`config.mk`:
```
export PLATFORM = sky130hd
export DESIGN_NAME = collision_scanner
export DESIGN_NICKNAME = d
export VERILOG_FILES = /design/src/rtl/collision_scanner.sv
export SDC_FILE = /design/constraint.sdc
export NUM_CORES = 1
export LEC_CHECK = 0
export CORE_MARGIN = 5
export CORE_UTILIZATION = 50
export DETAILED_ROUTE_END_ITERATION = 6
export DONT_BUFFER_PORTS = 1
export MAX_ROUTING_LAYER = met4
export PLACE_DENSITY = 0.75
export SYNTH_ARGS = -nofsm -noshare
export SYNTH_HDL_FRONTEND = slang
export SYNTH_SLANG_ARGS = --single-unit
```
`constraint.sdc`:
```
create_clock -name clk_i -period 9.6 [get_ports clk_i]
set_input_delay 1.92 -clock clk_i [delete_from_list [all_inputs] [get_ports clk_i]]
set_output_delay 1.92 -clock clk_i [all_outputs]
set_load 0.02 [all_outputs]
```
`src/rtl/collision_scanner.sv`:
```
// Time-multiplexed landing detector: walks the platform table one slot per cycle
// through a synchronous read port and reports the first platform the doodle lands on.
module collision_scanner #(
  parameter int N_PLAT     = 93,
  parameter int ADDR_W     = 7,
  parameter int PLAT_W     = 100,
  parameter int DOODLE_H   = 80,
  parameter int LAND_TOL   = 30,
  parameter int GROUND_RST = 767
) (
  input  logic              clk_i,
  input  logic              rst_i,
  input  logic              frame_start_i,
  input  logic [10:0]       doodle_x_i,
  input  logic [9:0]        doodle_y_i,
  output logic              plat_rd_en_o,
  output logic [ADDR_W-1:0] plat_addr_o,
  input  logic [10:0]       plat_y_i,
  input  logic [10:0]       plat_x_i,
  input  logic              plat_active_i,
  output logic              busy_o,
  output logic              done_o,
  output logic              hit_o,
  output logic [9:0]        ground_y_o,
  output logic [10:0]       ground_x_o
);

  typedef enum logic [1:0] {IDLE, SCAN, DONE} state_e;

  localparam logic signed [12:0] DoodleH  = 13'(DOODLE_H);
  localparam logic signed [12:0] LandTol  = 13'(LAND_TOL);
  localparam logic signed [12:0] PlatWm1  = 13'(PLAT_W - 1);
  localparam logic [ADDR_W-1:0]  LastAddr = ADDR_W'(N_PLAT - 1);

  state_e            state_q, state_d;
  logic              rd_en_q, rd_en_d;
  logic [ADDR_W-1:0] addr_q, addr_d;
  logic              valid_q, valid_d;
  logic [10:0]       x_snap_q, x_snap_d;
  logic [9:0]        y_snap_q, y_snap_d;
  logic              prev_valid_q, prev_valid_d;
  logic              falling_q, falling_d;
  logic              hit_q, hit_d;
  logic [9:0]        ground_y_q, ground_y_d;
  logic [10:0]       ground_x_q, ground_x_d;

  logic signed [12:0] py_s, px_s, feet_s, x_s;
  logic               slot_hit;

  // All compares in 13-bit signed so negative platform coordinates behave.
  assign py_s   = {{2{plat_y_i[10]}}, plat_y_i};
  assign px_s   = {{2{plat_x_i[10]}}, plat_x_i};
  assign feet_s = $signed({3'b000, y_snap_q}) + DoodleH;
  assign x_s    = $signed({2'b00, x_snap_q});

  assign slot_hit = plat_active_i && falling_q &&
                    (py_s <= feet_s) && (feet_s <= py_s + LandTol) &&
                    (px_s <= x_s) && (x_s <= px_s + PlatWm1);

  always_comb begin
    state_d      = state_q;
    rd_en_d      = rd_en_q;
    addr_d       = addr_q;
    valid_d      = valid_q;
    x_snap_d     = x_snap_q;
    y_snap_d     = y_snap_q;
    prev_valid_d = prev_valid_q;
    falling_d    = falling_q;
    hit_d        = hit_q;
    ground_y_d   = ground_y_q;
    ground_x_d   = ground_x_q;
    case (state_q)
      IDLE: begin
        if (frame_start_i) begin
          state_d      = SCAN;
          x_snap_d     = doodle_x_i;
          y_snap_d     = doodle_y_i;
          falling_d    = prev_valid_q && (doodle_y_i > y_snap_q);
          prev_valid_d = 1'b1;
          rd_en_d      = 1'b1;
          addr_d       = '0;
          valid_d      = 1'b0;
        end
      end
      SCAN: begin
        valid_d = rd_en_q;
        if (rd_en_q) begin
          if (addr_q == LastAddr) rd_en_d = 1'b0;
          else                    addr_d  = addr_q + 1'b1;
        end
        // valid_q without rd_en_q means the last slot's data is being evaluated.
        if (valid_q && slot_hit) begin
          state_d    = DONE;
          rd_en_d    = 1'b0;
          valid_d    = 1'b0;
          hit_d      = 1'b1;
          ground_y_d = plat_y_i[9:0];
          ground_x_d = plat_x_i;
        end else if (valid_q && !rd_en_q) begin
          state_d = DONE;
          valid_d = 1'b0;
          hit_d   = 1'b0;
        end
      end
      DONE:    state_d = IDLE;
      default: state_d = IDLE;
    endcase
  end

  always_ff @(posedge clk_i) begin
    if (rst_i) begin
      state_q      <= IDLE;
      rd_en_q      <= 1'b0;
      addr_q       <= '0;
      valid_q      <= 1'b0;
      x_snap_q     <= '0;
      y_snap_q     <= '0;
      prev_valid_q <= 1'b0;
      falling_q    <= 1'b0;
      hit_q        <= 1'b0;
      ground_y_q   <= 10'(GROUND_RST);
      ground_x_q   <= '0;
    end else begin
      state_q      <= state_d;
      rd_en_q      <= rd_en_d;
      addr_q       <= addr_d;
      valid_q      <= valid_d;
      x_snap_q     <= x_snap_d;
      y_snap_q     <= y_snap_d;
      prev_valid_q <= prev_valid_d;
      falling_q    <= falling_d;
      hit_q        <= hit_d;
      ground_y_q   <= ground_y_d;
      ground_x_q   <= ground_x_d;
    end
  end

  assign plat_rd_en_o = rd_en_q;
  assign plat_addr_o  = addr_q;
  assign busy_o       = (state_q != IDLE);
  assign done_o       = (state_q == DONE);
  assign hit_o        = hit_q;
  assign ground_y_o   = ground_y_q;
  assign ground_x_o   = ground_x_q;

endmodule

```
==> impl_metrics.json, run 1 <==
{
  "status": "completed",
  "cts_setup_buffers": 0,
  "synth_area_per_cell_um2": 8.08,
  "start_kind": "input pin",
  "rsz0062_at_grt": "no",
  "postCtsResizedCells": 0,
  "period_minus_slack_ns": 4.77,
  "num-nets-final": 574,
  "coreArea_mm2": 0.00765,
  "htreeDepth": 2,
  "max_cap_viol_count": 0,
  "synth_cells": 481,
  "path_max_fanout": 13,
  "area_growth_pct": 4.15,
  "dpl.hpwl_mm": 7.29,
  "startpoint": "plat_y_i[4]",
  "port_buffers": 0,
  "power.total_mw": 0.500,
  "dieWidth_um": 98.2,
  "syn_nets": 583,
  "drc": 0,
  "grt_pass1_vias": 3104,
  "synthArstFlopShare_pct": 0,
  "via_per_inst": 5.58,
  "clkLatencyLatePin_ns": 0.31,
  "synth_cell_types": 47,
  "netlist_area_mm2": 0.00389,
  "antenna_left": 0,
  "holdBufCountCts": 0,
  "worstPathRequired_ns": 9.85,
  "cts_buffer_depth": 2,
  "p_per_area_mw_per_mm2": 123,
  "overflow": 0,
  "pre_cts_ws_ns": 4.54,
  "drt_iter0_markers": 147,
  "cts_made_buffers": 5,
  "wl_per_cell_um": 16.3,
  "clock-sinks": 56,
  "die-area_mm2": 0.00964,
  "clock.fmax_ghz": 0.210,
  "fill_cells": 763,
  "setup_viol": 0,
  "r2r_start": "y_snap_q[4]$_SDFFE_PP0P_",
  "yosysMostFrequentCell": "nand2_1",
  "cts_tree": "yes",
  "hold_path.class": "flip-flop to flip-flop",
  "n_antenna_cell": 0,
  "initial_core_util_pct": 50.8,
  "drive_gt1_share_pct": 2.75,
  "leakage_nw": 1.68,
  "clk_pin_slew_ns": 0.10,
  "path_class": "input pin to flip-flop",
  "ys_ff_latch": 56,
  "crit_arrival_ns": 5.01,
  "hp-start": "falling_q$_SDFFE_PP0P_",
  "grt_first_pass_wirelength_mm": 15.5,
  "slew_headroom_pct": 27.5,
  "endpoint_kind": "flip-flop",
  "peakVddDrop_uv": 72.3,
  "synth_edf_count": 0,
  "wirelength_mm": 9.35,
  "setup-tns-final_ns": 0,
  "num_rows": 32,
  "grt_max_degree": 74,
  "antenna_found_initial": 0,
  "ys_seq_area_share_pct": 28.8,
  "synth_top_cell_area_share_pct": 28.8,
  "yosys_warnings": 0,
  "maxSlewViolCount": 0,
  "finClkSkew_ns": 0.0102,
  "grt_usage_pct": 19.9,
  "setup_ws_ns": 4.83,
  "hold_violations": 0,
  "cts_root_buf": "clkbuf_8",
  "vias": 3211,
  "synth_commonest_cells": "nand2_1, dfxtp_1, ha_1, nor2_1, a21oi_1",
  "worstMarginPinSlew_ns": 1.08,
  "finalCritPeriodShare_pct": 49.7,
  "synthTopCellsByArea": "dfxtp_1, ha_1, nand2_1",
  "drtPass1Iterations": 7,
  "synthFlopType": "dfxtp_1",
  "io_pins": 79,
  "die_h_um": 98.2,
  "gp_congestion": 0.864,
  "synth.largest_area_cell": "dfxtp_1"
}
-- worst paths after layout --
path         depth (start not counted)  slack, ns                          to
min                                  2       0.47      falling_q$_SDFFE_PP0P_
max                                 11       4.83  ground_y_o[8]$_SDFFE_PP0P_
max reg2reg                         11       6.15  ground_y_o[8]$_SDFFE_PP0P_
min reg2reg                          2       0.47      falling_q$_SDFFE_PP0P_
-- layer usage --
metal	share of wire, %	GRT usage, %	vias up
li1	-	-	1641
met1	48	26.6	1474
met2	45	31.4	85
met3	6.2	4.50	11
met4	0.77	3.26	0
met5	0	-	-
-- registers in the layout (all words and copies together), names as in the netlist --
| signal | cells |
|---|---|
| y_snap_q | 10 |
| state_q | 2 |
| falling_q | 1 |
| ground_y_o | 10 |
| valid_q | 1 |
| ground_x_o | 11 |
| x_snap_q | 11 |
| prev_valid_q | 1 |
| plat_addr_o | 7 |
| hit_o | 1 |
| plat_rd_en_o | 1 |
-- critical path, stage by stage --
cell,delay [ns]
o41ai_1,0.63
nor2_1,0.13
xnor2_1,0.15
ha_1,0.30
nand3_1,0.08
nor2_1,0.13
nand4_1,0.12
and4bb_2,0.30
nor3_1,0.08
nor4_4,0.89
mux2i_1,0.27
-- stage by stage --
step	hold slack [ns]	cells	instance area [um2]	utilization, %
2_1_floorplan	0.432	481	3890	-
3_3_place_gp	0.451	567	3950	51.7
3_5_place_dp	0.453	567	3950	51.7
4_1_cts	0.471	575	4050	52.9
5_1_grt	0.495	575	4050	52.9
6_report	0.467	575	4050	52.9
-- placed cells by master (no fill, tap or decap), drive strengths merged, types with 3 or more instances in the layout --
cell / count
xor2: 13
a21oi: 38
nand3: 7
and2: 4
nand2b: 29
nor2b: 9
o21a: 3
nor2: 48
nand2: 59
a21o: 3
o211ai: 3
clkbuf: 7
xnor2: 11
ha: 55
nor4: 4
dfxtp: 56
o21ai: 10
mux2i: 22
nand4: 18
nor3: 8
inv: 34
-- cell families (layout without fill, tap and decap cells) --
| family | after synthesis | after routing | share of synthesized area (%) |
|---|---|---|---|
| AND/OR/NAND/NOR | 195 | 195 | 24.7 |
| AO/OA/AOI/OAI | 79 | 79 | 12.6 |
| flip-flops | 56 | 56 | 28.8 |
| adder cells (fa/ha/maj) | 55 | 55 | 17.7 |
| buffers and inverters | 50 | 42 | 5.05 |
| XOR/XNOR | 24 | 24 | 5.41 |
| multiplexers | 22 | 22 | 5.67 |
-- final cells by class --
class / count / area, um2 / area share (%)
Tap cell: 102 / 128 / 3.15
Clock buffer: 7 / 86.3 / 2.13
Inverter: 34 / 128 / 3.15
Clock inverter: 1 / 7.51 / 0.185
Sequential cell: 56 / 1120 / 27.7
Multi-Input combinational cell: 375 / 2580 / 63.7
-- power breakdown --
group	switching, mW	internal (mW)	leakage [nW]
Combinational	0.0625	0.0486	1.18
Sequential	0.00990	0.240	0.456
Clock	0.0795	0.0589	0.0445
Total	0.152	0.348	1.68
Note: power is estimated with default switching activity, not from simulation.
==> run 2: changes to the inputs <==
clock period = 5 ns   (was 9.6 ns; I/O delays follow)
==> run 2 against run 1 <==
First-iteration DRC count rose by 2.0%. Final area fell by 0.12%. Worst hold slack improved by 0.0037 ns. Global-route usage rose by 0.65 points. Critical path depth did not move. Combinational power rose by 95%. Largest cell class unchanged. Clock power rose by 80%. Via count rose by 1.5%. Flip-flop and latch count did not move. Sequential share of layout area barely moved.
==> impl_metrics.json, run 2 (synthesis results as in run 1) <==
{
  "cp_cell_sequence": "o41ai_1 -> nor2_1 -> xnor2_1 -> ha_1 -> nand3_1 -> nor2_1 -> nand4_1 -> and4bb_2 -> nor3_1 -> or4_1 -> mux2i_1",
  "clk_pin_slew_ns": 0.11,
  "worstReg2RegEnd": "ground_y_o[3]$_SDFFE_PP1P_",
  "vias": 3260,
  "path_buf_inv": 0,
  "dieWidth_um": 98.2,
  "die_h_um": 98.2,
  "seqPwrFrac_pct": 50.9,
  "via_per_inst": 5.67,
  "gp_congestion": 0.933,
  "slowest_stage": "or4_1",
  "maxSlewViolCount": 0,
  "cp_common_cell": "nor2_1",
  "hold_violations": 0,
  "crit_arrival_ns": 3.96,
  "port_buffers": 0,
  "num_rows": 32,
  "final_common_cell": "nand2_1",
  "postCtsResizedCells": 0,
  "antenna_found_initial": 0,
  "io_pins": 79,
  "coreArea_mm2": 0.00765,
  "num-nets-final": 575,
  "peakVddDrop_uv": 171,
  "die-area_mm2": 0.00964,
  "wl_per_cell_um": 16.5,
  "clkLatencyLatePin_ns": 0.32,
  "grt_usage_pct": 20.5,
  "internal_power_mw": 0.654,
  "dpl.hpwl_mm": 7.44,
  "critPathTopFamily": "simple AND/OR/NAND/NOR gates",
  "drive_gt1_share_pct": 2.75,
  "min_path_cells": 2,
  "slew_headroom_pct": 32.0,
  "cts_buffer_depth": 2,
  "holdBufCountCts": 0,
  "n_antenna_cell": 0,
  "hold_path.class": "flip-flop to flip-flop",
  "worstPathRequired_ns": 5.19,
  "final_cell_mix": "nand2_1, dfxtp_1, ha_1",
  "htreeDepth": 2,
  "endpoint_kind": "flip-flop",
  "drt_iter0_markers": 150,
  "finClkSkew_ns": 0.0170,
  "cts_tree": "yes",
  "period_minus_slack_ns": 3.77,
  "start_kind": "input pin",
  "worstMarginPinSlew_ns": 1.02,
  "clock-sinks": 56,
  "drc": 0,
  "clock.fmax_ghz": 0.265,
  "fin_util_pct": 52.9,
  "reg2reg_depth": 11,
  "fill_cells": 741,
  "cts_made_buffers": 5,
  "hp-start": "falling_q$_SDFFE_PP0P_",
  "r2r_start": "y_snap_q[4]$_SDFFE_PP0P_",
  "status": "completed",
  "grt_first_pass_wirelength_mm": 15.9,
  "hold_end": "falling_q$_SDFFE_PP0P_",
  "leakage_nw": 1.68,
  "grt_pass1_vias": 3186,
  "swShare_pct": 30.7,
  "p_sw_mw": 0.290,
  "cp_slowest_stage_delay_ns": 0.78,
  "path_max_fanout": 10,
  "max_cap_viol_count": 0,
  "drtPass1Iterations": 5,
  "cts_root_buf": "clkbuf_8",
  "rsz0062_at_grt": "no",
  "r2r_slack_ns": 1.68,
  "overflow": 0,
  "finalCritPeriodShare_pct": 75.4,
  "cts_setup_buffers": 0,
  "wirelength_mm": 9.48,
  "setup-tns-final_ns": 0,
  "area_growth_pct": 4.02,
  "grt_max_degree": 74,
  "path_class": "input pin to flip-flop",
  "antenna_left": 0,
  "initial_core_util_pct": 50.8,
  "comb_power_share_pct": 22.9,
  "p_per_area_mw_per_mm2": 234,
  "setup_viol": 0,
  "clockPowerShare_pct": 26.3
}
==> run 2: cell count changes in the layout (fill, tap and decap cells not counted) <==
cell / before / now
clkbuf_8: 6 / 5
inv_6: 0 / 1
clkinvlp_4: 1 / 0
buf_4: 0 / 1
==> run 2: layout make-up <==
class | instances | area, um2 | area share [%]
sequential | 56 | 1120 | 27.7
clock inverter | 1 | 8.76 | 0.217
timing repair buffer | 1 | 7.51 | 0.186
multi-input combinational | 375 | 2580 | 63.8
inverter | 34 | 128 | 3.16
tap | 102 | 128 | 3.16
clock buffer | 6 | 72.6 | 1.80
==> run 2: stage by stage <==
step / power [mW] / cell area (um2) / instances / worst slack, ns / hold WS (ns)
final: 0.944 / 4040 / 575 / 1.23 / 0.470
after global routing: 1.01 / 4040 / 575 / 0.988 / 0.483
after CTS: 0.956 / 4040 / 575 / 1.22 / 0.464
after detailed placement: 0.703 / 3960 / 568 / 0.908 / 0.445
after global placement: 0.699 / 3960 / 568 / 1.08 / 0.442
after floorplan: 0.661 / 3890 / 481 / 1.42 / 0.432
==> run 2: how the worst max path moves through the flow <==
stage / start / endpoint / slack (ns) / cells past startpoint
2_1_floorplan: plat_y_i[4] / ground_x_o[10]$_SDFFE_PP0P_ / 1.42 / 12
3_3_place_gp: plat_y_i[1] / ground_y_o[3]$_SDFFE_PP1P_ / 1.08 / 12
3_5_place_dp: plat_y_i[4] / ground_y_o[3]$_SDFFE_PP1P_ / 0.91 / 11
4_1_cts: plat_y_i[4] / ground_y_o[3]$_SDFFE_PP1P_ / 1.22 / 11
5_1_grt: plat_y_i[4] / ground_y_o[7]$_SDFFE_PP1P_ / 0.99 / 11
6_report: plat_y_i[4] / ground_y_o[3]$_SDFFE_PP1P_ / 1.23 / 11
==> run 2: power groups by stage <==
stage,clock network (mW),logic [mW],registers [mW]
global route,0.280,0.249,0.483
finish,0.248,0.216,0.480
CTS,0.261,0.215,0.480
detailed placement,0,0.213,0.490
global placement,0,0.209,0.490
floorplan,0,0.176,0.484
==> run 2: worst min-delay path, stage by stage (launching register included) <==
cell and delay [ns]:
dfxtp_1 0.33, nand2_1 0.06, a21oi_1 0.05
==> run 2: routing by layer <==
layer  routed length [um]  vias up  global-route usage (%)
met4                  108        0                    4.41
met5                    0        -                       -
met2                 4340      106                    32.8
li1                     -     1638                       -
met3                  702       11                    4.71
met1                 4330     1505                    26.7
